## src/rtl/gnrl_arb_mux_reg.sv

```systemverilog
// Round-robin arbiter feeding a one-entry registered valid/ready output stage.
// Define GNRL_ARB_MUX_FIXED_PRIO_EN for fixed lowest-index-wins priority (no rotating pointer).
module gnrl_arb_mux_reg #(
   parameter int NUM_CH     = 16,
   parameter int DATA_WIDTH = 32,
   parameter int ID_WIDTH   = $clog2(NUM_CH)
) (
   input  logic                         clk,
   input  logic                         rst,
   input  logic [NUM_CH-1:0]            in_valid,
   output logic [NUM_CH-1:0]            in_ready,
   input  logic [NUM_CH*DATA_WIDTH-1:0] in_data,
   output logic                         out_valid,
   input  logic                         out_ready,
   output logic [DATA_WIDTH-1:0]        out_data,
   output logic [ID_WIDTH-1:0]          out_id
);

   logic [NUM_CH-1:0]     grant;
   logic [ID_WIDTH-1:0]   grant_idx;
   logic                  grant_any;
   logic                  load_en;
   logic                  xfer;
   logic [DATA_WIDTH-1:0] sel_data;

   logic                  out_valid_q, out_valid_d;
   logic [DATA_WIDTH-1:0] out_data_q, out_data_d;
   logic [ID_WIDTH-1:0]   out_id_q, out_id_d;

   function automatic logic [ID_WIDTH-1:0] first_set(input logic [NUM_CH-1:0] v);
      first_set = '0;
      for (int i = NUM_CH - 1; i >= 0; i--) begin
         if (v[i]) first_set = ID_WIDTH'(i);
      end
   endfunction

   assign grant_any = |in_valid;

`ifdef GNRL_ARB_MUX_FIXED_PRIO_EN
   assign grant_idx = first_set(in_valid);
`else
   logic [ID_WIDTH-1:0] rr_ptr_q, rr_ptr_d;
   logic [NUM_CH-1:0]   hi_mask;
   logic [NUM_CH-1:0]   hi_valid;

   // Channels at or above the pointer win first; otherwise wrap to the lowest valid one.
   for (genvar gi = 0; gi < NUM_CH; gi++) begin : g_mask
      assign hi_mask[gi] = (ID_WIDTH'(gi) >= rr_ptr_q);
   end

   assign hi_valid  = in_valid & hi_mask;
   assign grant_idx = (|hi_valid) ? first_set(hi_valid) : first_set(in_valid);

   always_comb begin
      rr_ptr_d = rr_ptr_q;
      if (xfer) begin
         rr_ptr_d = (grant_idx == ID_WIDTH'(NUM_CH - 1)) ? '0 : grant_idx + ID_WIDTH'(1);
      end
   end

   always_ff @(posedge clk) begin
      if (rst) begin
         rr_ptr_q <= '0;
      end else begin
         rr_ptr_q <= rr_ptr_d;
      end
   end
`endif

   for (genvar gi = 0; gi < NUM_CH; gi++) begin : g_grant
      assign grant[gi] = grant_any & (grant_idx == ID_WIDTH'(gi));
   end

   assign load_en  = ~out_valid_q | out_ready;
   assign in_ready = grant & {NUM_CH{load_en & ~rst}};
   assign xfer     = grant_any & load_en & ~rst;

   // AND-OR mux on the one-hot grant.
   always_comb begin
      sel_data = '0;
      for (int i = 0; i < NUM_CH; i++) begin
         if (grant[i]) sel_data = sel_data | in_data[i*DATA_WIDTH +: DATA_WIDTH];
      end
   end

   always_comb begin
      out_valid_d = out_valid_q;
      out_data_d  = out_data_q;
      out_id_d    = out_id_q;
      if (xfer) begin
         out_valid_d = 1'b1;
         out_data_d  = sel_data;
         out_id_d    = grant_idx;
      end else if (out_ready) begin
         out_valid_d = 1'b0;
      end
   end

   always_ff @(posedge clk) begin
      if (rst) begin
         out_valid_q <= 1'b0;
         out_data_q  <= '0;
         out_id_q    <= '0;
      end else begin
         out_valid_q <= out_valid_d;
         out_data_q  <= out_data_d;
         out_id_q    <= out_id_d;
      end
   end

   assign out_valid = out_valid_q;
   assign out_data  = out_data_q;
   assign out_id    = out_id_q;

endmodule

```

## config.mk

```make
export PLATFORM = sky130hd
export DESIGN_NAME = gnrl_arb_mux_reg
export DESIGN_NICKNAME = d
export VERILOG_FILES = /design/src/rtl/gnrl_arb_mux_reg.sv
export SDC_FILE = /design/constraint.sdc
export NUM_CORES = 1
export LEC_CHECK = 0
export CAP_MARGIN = 20
export CELL_PAD_IN_SITES_DETAIL_PLACEMENT = 1
export CELL_PAD_IN_SITES_GLOBAL_PLACEMENT = 1
export CORE_AREA = 2 2 229 231
export DETAILED_ROUTE_END_ITERATION = 7
export DIE_AREA = 0 0 231 233
export HOLD_SLACK_MARGIN = 0.08
export PLACE_DENSITY_LB_ADDON = 0.1
export SYNTH_ARGS = -nofsm -noshare
export SYNTH_HDL_FRONTEND = slang
export SYNTH_SLANG_ARGS = --single-unit
```

## constraint.sdc

```tcl
create_clock -name clk -period 6.2 [get_ports clk]
set_input_delay 1.24 -clock clk [delete_from_list [all_inputs] [get_ports clk]]
set_output_delay 1.24 -clock clk [all_outputs]
set_load 0.02 [all_outputs]
```

==> flow_summary_export.csv, run 1 <==
group,metric,value,unit
synth,synth_edf_count,0,
pwr,p_per_area,342,nW/um2
synth,synth-seq-cells,41,
sta,skew,0.0152,ns
sta,min_period_over_period,95.5,%
setup_path,ff2ff_setup_slack,1.36,ns
synth,synth_top_cell_area_share,13.7,%
cells_and_area,drive_gt1_share,10.2,%
placement,globalplace.congestion,0.865,
synth,synth.distinct_cells,79,
sta,fin_crit,5.92,ns
floorplan,row_count,83,
status,status,"completed",
setup_path,timing.rr.start,"rr_ptr_q[1]",
sta,fin_tns_setup,0,ns
synth,postSynthAreaPerCell,7.27,um2
synth,synth_warnings,0,
grt,grt_pass1_vias,10800,
synth,synth_area_leader_cell,"dfxtp_1",
clock_network,clk-insertion-delay-late,0.34,ns
cells_and_area,stdcell_count,2107,
worst_hold_path,hold_end,"out_data[3]",
grt,antenna_found_initial,6,
cells_and_area,syn_to_final_growth,121,%
routing,drc,0,
clock_network,cts_tree,"built",
setup_path,critPathArrivalTime,4.68,ns
floorplan,die_h,233,um
sta,rsz0062_at_grt,"no",
cells_and_area,nFillCells,6043,
worst_hold_path,min_path_cells,2,
setup_path,crit_required,4.96,ns
synth,synth_area_leaders,"dfxtp_1, a21oi_1, mux2i_1",
routing,ant_nets,0,
routing,vias,9945,
setup_path,critical_path_class,"input pin to output port",
grt,grt_max_degree,43,
grt,globalRouteOverflowTotal,0,
placement,numPortBuffers,583,
setup_path,critPathCaptureType,"output port",
placement,dpl_worst_slack,0.0940,ns
sta,setup_violations,0,
routing,drt-total-wl,67800,um
clock_network,cts_buffers,5,
floorplan,floorplan.die_area,53800,um2
floorplan,die_w,231,um
synth,syn_inst,827,
synth,ys.flop_type,"dfxtp_1",
routing,wl_per_cell,32.2,um
synth,syn_area,6010,um2
synth,synthArstFlopShare,0,%
routing,drt_first_pass_iters,5,
synth,synth_nets,1362,
sta,tightestPinTransition,1.14,ns
grt,grt_pass1_wl,89400,um
grt,grt_usage,24.1,%
synth,synth_common_cells,"a21oi_1, nand2_1, a22oi_1",
clock_network,cts_buffer_depth,2,
sta,fmax,169,MHz
synth,yosysMostFrequentCell,"a21oi_1",
floorplan,core_area,51100,um2
floorplan,initial_utilization,11.8,%
setup_path,crit_path_max_fanout,5,
sta,hold_violations,0,
setup_path,ff2ff_path_depth,15,
worst_hold_path,min_from,"out_data[3]",
routing,drt_iter0_markers,460,
clock_network,cts.root.buffer_cell,"clkbuf_16",
pwr,power_leakage,4.53,nW
clock_network,clk_pin_slew_worst_paths,0.07,ns
pwr,power.total,4.54,mW
placement,place_inst,2096,
routing,drt-vias-per-instance,4.72,
flow_run,cap_viol_max_count,0,
setup_path,cpPeakStageDelay,0.64,ns
placement,dp_hpwl,55900,um
cells_and_area,nets,1958,
setup_path,path_cells,"clkdlybuf4s50_1 -> buf_4 -> and3_1 -> a21oi_1 -> o221ai_1 -> o32ai_1 -> o31ai_2 -> nand2b_2 -> inv_1 -> ha_1 -> and2_2 -> nand2_1 -> nor3_1 -> clkdlybuf4s50_1",
clock_network,clock_sinks,41,
clock_network,htree_levels,2,
synth,seq_area_frac_synth,13.7,%
worst_hold_path,holdCritPathClass,"flop to flop",
setup_path,critPathLaunchType,"input pin",
setup_path,crit_slowest_cell,"clkdlybuf4s50_1",
pwr,worst_ir_drop_vdd,138,uV
sta,setup_ws,0.281,ns
setup_path,reg2reg_to,"out_data[1]",
clock_network,cts_setup_buffers,0,
setup_path,cp_common_cell,"clkdlybuf4s50_1",
sta,maxSlewViolCount,0,
floorplan,pin_count,584,
sta,slew-limit-headroom,23.5,%
logic make-up after synthesis:
| family | synth area share, % |
|---|---|
| DFF | 13.7 |
| xor gates and xnor gates | 0.146 |
| adders and majority gates | 0.833 |
| muxes | 9.37 |
| AOI/OAI and AO/OA | 47.7 |
| buffers and inverters | 7.00 |
| and+or+nand+nor | 21.3 |
power by group:
part	switching (mW)	internal [mW]	total, mW
combinational	2.29	1.42	3.71
sequential	0.0991	0.372	0.471
clock	0.166	0.192	0.358
total	2.56	1.98	4.54
per-layer routing:
metal	vias to the layer above	GRT usage, %	wire (um)
met4	4	3.73	610
met3	28	4.62	3240
met2	345	45.0	35500
met5	-	0	27
met1	4989	28.7	28400
li1	4579	-	-
worst max path at each step:
stage / end / startpoint / slack [ns]
final: in_ready[0] / in_valid[6] / 0.28
after global routing: in_ready[1] / in_valid[3] / 0.06
after CTS: in_ready[10] / in_valid[3] / 0.04
after detailed placement: in_ready[10] / in_valid[3] / 0.09
after global placement: in_ready[10] / in_valid[3] / 0.11
after floorplan: in_ready[11] / in_valid[3] / 0.46
cell type report:
type	count	area (um2)	share of cell area, %
Timing Repair Buffer	668	6500	49.0
Multi-Input combinational cell	700	4890	36.8
Tap cell	680	851	6.42
Sequential cell	41	821	6.19
Clock buffer	5	125	0.943
Clock inverter	3	46.3	0.349
Inverter	7	26.3	0.198
Antenna cell	3	7.51	0.0566
worst max-delay path: cells and delay by family:
family / cells / cell delay (ns)
buffers and inverters: 4 / 1.53
AND/OR/NAND/NOR: 5 / 0.93
AO/OA/AOI/OAI: 4 / 0.77
adder cells (fa/ha/maj): 1 / 0.17
through the flow:
stage / instance area, um2 / hold WS [ns] / util (%)
after floorplan: 6010 / 0.530 / -
after global placement: 13000 / 0.444 / 25.5
after detailed placement: 13100 / 0.454 / 25.6
after CTS: 13200 / 0.467 / 25.9
after global routing: 13300 / 0.484 / 26.0
final: 13300 / 0.464 / 26.0
layout by cell type (no fill, tap or decap), types with 9 or more instances in the layout:
cell             netlist  layout
a21oi_1               95      95
dfxtp_1               41      41
nor3_1                32      27
o21ai_0               20      20
nor3_2                 5       9
mux2_2                10      10
mux2i_1               45      45
nand2_1               81      81
a32oi_1               13      13
o2bb2ai_1             22      22
buf_4                 10      83
a211oi_1              14      14
o22ai_1               10      10
a221oi_1              34      34
a222oi_1               9       9
nand3_1               34      33
clkdlybuf4s50_1        0     579
a22oi_1               49      49
nor4_1                 9       9
a31oi_1               35      34
nor2_1                24      22
a22o_1                23      23
sequential cells by signal (all words and copies together), names as in the netlist:
signal,cells
rr_ptr_q,4
out_id,4
out_valid,1
out_data,32
repair_timing:
item,CTS,global route
endpoints found under the setup margin,0,15
hold buffers,0,0
resized for setup,0,8
No activity file was read; power rests on OpenSTA's default activity.
==> inputs of run 2 (changes only) <==
--- a/config.mk
+++ b/config.mk
@@ -5,12 +5,13 @@
 export SDC_FILE = /design/constraint.sdc
 export NUM_CORES = 1
 export LEC_CHECK = 0
+export ABC_AREA = 1
 export CAP_MARGIN = 20
 export CELL_PAD_IN_SITES_DETAIL_PLACEMENT = 1
 export CELL_PAD_IN_SITES_GLOBAL_PLACEMENT = 1
-export CORE_AREA = 2 2 229 231
+export CORE_AREA = 2 2 225 227
 export DETAILED_ROUTE_END_ITERATION = 7
-export DIE_AREA = 0 0 231 233
+export DIE_AREA = 0 0 227 229
 export HOLD_SLACK_MARGIN = 0.08
 export PLACE_DENSITY_LB_ADDON = 0.1
 export SYNTH_ARGS = -nofsm -noshare
==> run 2 against run 1 <==
  * Non-clock buffer count fell by 63
  * Worst setup slack improved by 0.34 ns
  * Critical path type unchanged
  * Cell area barely moved
==> flow_summary_export.csv, run 2 <==
group,metric,value,unit
cells_and_area,largest_reg_flops,32,
sta,setup_violations,0,
routing,ant_nets,0,
routing,drc,0,
sta,min_period_over_period,90.0,%
grt,grt_usage,22.8,%
routing,drt_iter0_markers,404,
cells_and_area,syn_to_final_growth,102,%
pwr,p_per_area,194,nW/um2
routing,wl_per_cell,23.7,um
sta,hold_violations,0,
flow_run,cap_viol_max_count,0,
worst_hold_path,min_from,"out_id[0]",
setup_path,crit_required,4.96,ns
synth,synth_top_cell_area_share,26.5,%
setup_path,critical_path_class,"input pin to output port",
setup_path,ff2ff_path_depth,19,
grt,globalRouteOverflowTotal,0,
cells_and_area,post-route-util,26.7,%
setup_path,timing.rr.start,"rr_ptr_q[3]",
pwr,power_leakage,6.16,nW
setup_path,crit_slowest_cell,"clkdlybuf4s50_1",
synth,synth_warnings,0,
sta,tightestPinTransition,1.06,ns
worst_hold_path,min_path_cells,2,
grt,grt_pass1_vias,11500,
setup_path,cpPeakStageDelay,0.63,ns
synth,synth_edf_count,0,
synth,syn_inst,1379,
clock_network,cts_tree,"built",
placement,dp_hpwl,51100,um
sta,fin_crit,5.58,ns
synth,synth_area_leaders,"nand2_1, nor2_1, nand3_1",
synth,synth_area_leader_cell,"nand2_1",
clock_network,cts_buffer_depth,2,
placement,numPortBuffers,583,
routing,drt-total-wl,61600,um
floorplan,initial_utilization,13.2,%
synth,syn_area,6560,um2
placement,globalplace.congestion,0.817,
clock_network,cts-resized-gates,0,
clock_network,htree_levels,2,
setup_path,critPathCaptureType,"output port",
setup_path,crit_path_max_fanout,18,
grt,grt_max_degree,65,
setup_path,crit_family,"simple AND/OR/NAND/NOR gates",
synth,postSynthAreaPerCell,4.76,um2
pwr,worst_ir_drop_vdd,102,uV
grt,grt_pass1_wl,83700,um
clock_network,hold_buffers,0,
synth,yosysMostFrequentCell,"nand2_1",
routing,drt_first_pass_iters,4,
cells_and_area,final_common_cell,"clkdlybuf4s50_1",
synth,synthArstFlopShare,0,%
synth,seq_area_frac_synth,12.5,%
sta,fin_tns_setup,0,ns
worst_hold_path,holdCritPathClass,"flop to flop",
floorplan,floorplan.die_area,52000,um2
cells_and_area,nets,2457,
floorplan,pin_count,584,
floorplan,die_w,227,um
sta,fmax,179,MHz
setup_path,reg2reg_to,"out_data[23]",
synth,synth_nets,1914,
sta,rsz0062_at_grt,"no",
synth,ys.flop_type,"dfxtp_1",
routing,vias,10800,
floorplan,die_h,229,um
clock_network,cts_buffers,5,
synth,synth-seq-cells,41,
setup_path,critical_path_buf_inv_count,4,
cells_and_area,final_cell_mix,"clkdlybuf4s50_1, nand2_1, nor2_1",
clock_network,cts_setup_buffers,0,
floorplan,row_count,82,
setup_path,cp_common_cell,"nand2_1",
setup_path,ff2ff_setup_slack,2.21,ns
sta,maxSlewViolCount,0,
clock_network,clk_pin_slew_worst_paths,0.07,ns
synth,synth.distinct_cells,30,
cells_and_area,drive_gt1_share,3.90,%
status,status,"completed",
clock_network,cts.root.buffer_cell,"clkbuf_16",
worst_hold_path,hold_end,"out_id[0]",
grt,antenna_found_initial,17,
cells_and_area,nFillCells,6429,
sta,skew,0.00531,ns
setup_path,path_cells,"clkdlybuf4s50_1 -> inv_1 -> nand2_1 -> nor3_1 -> nand2_1 -> nand2_1 -> nand3_1 -> nand2_4 -> inv_2 -> nor2_4 -> nand2_1 -> nor2_1 -> clkdlybuf4s50_1",
setup_path,critPathLaunchType,"input pin",
routing,drt-vias-per-instance,4.16,
setup_path,critPathArrivalTime,4.34,ns
synth,synth_common_cells,"nand2_1, nor2_1, nand3_1",
clock_network,clk-insertion-delay-late,0.30,ns
floorplan,core_area,49700,um2
sta,slew-limit-headroom,29.1,%
clock_network,clock_sinks,41,
run 2: cell types whose count changed after synthesis, moves of 18 or more:
cell	previous run	this run
nand3_1	34	175
nor2_1	24	295
a221oi_1	34	0
a22o_1	23	0
nand2_1	81	464
o2bb2ai_1	22	0
nor3_1	32	4
inv_2	0	18
a21oi_1	95	126
a31oi_1	35	0
a22oi_1	49	0
inv_1	7	131
mux2i_1	45	0
run 2: tightest hold or removal path: stages (launching register included):
cell and delay, ns:
dfxtp_1 0.33, nand2_1 0.07, a21oi_1 0.06
run 2: worst max-delay path by stage:
| stage | cells past startpoint | slack, ns | to | startpoint |
|---|---|---|---|---|
| floorplan | 18 | 1.64 | in_ready[0] | in_valid[7] |
| global placement | 23 | 0.59 | in_ready[3] | in_valid[13] |
| detailed placement | 23 | 0.59 | in_ready[3] | in_valid[13] |
| CTS | 23 | 0.59 | in_ready[3] | in_valid[13] |
| global route | 23 | 0.33 | in_ready[3] | in_valid[13] |
| finish | 13 | 0.62 | in_ready[3] | in_valid[15] |
run 2: final cells by class:
| cell class | instances | area [um2] | area share [%] |
|---|---|---|---|
| multi-input cells | 1119 | 4840 | 36.5 |
| flip-flops and latches | 41 | 821 | 6.19 |
| repair buffers | 605 | 6010 | 45.3 |
| clock buffers | 5 | 125 | 0.944 |
| clock inverters | 3 | 46.3 | 0.349 |
| inverters | 150 | 563 | 4.25 |
| well taps | 672 | 841 | 6.34 |
| diodes | 7 | 17.5 | 0.132 |
run 2: layer usage:
metal,vias up,GRT usage (%),wire (um)
met3,51,6.18,4820
met2,406,40.7,30100
met5,-,0,116
met1,4950,27.1,25700
met4,18,4.86,894
li1,5388,-,-
run 2: stage by stage:
stage / power (mW) / hold slack, ns / std cells / cell area, um2 / setup slack, ns
final: 2.57 / 0.500 / 2602 / 13300 / 0.617
after global routing: 2.76 / 0.529 / 2602 / 13300 / 0.332
after CTS: 2.62 / 0.496 / 2595 / 13200 / 0.590
after detailed placement: 2.29 / 0.480 / 2587 / 13100 / 0.594
after global placement: 2.28 / 0.483 / 2587 / 13100 / 0.586
after floorplan: 1.21 / 0.508 / 1379 / 6560 / 1.64
run 2: logic make-up after synthesis:
kind of cell / synth area share (%)
adders and majority gates: 0.763
buffers and inverters: 14.2
AOI/OAI and AO/OA: 11.4
DFF: 12.5
and+or+nand+nor: 61.1
run 2: power breakdown:
part | switching (mW) | internal [mW] | total, mW
Sequential | 0.0467 | 0.344 | 0.390
Combinational | 1.15 | 0.706 | 1.86
Clock | 0.132 | 0.191 | 0.323
Total | 1.33 | 1.24 | 2.57
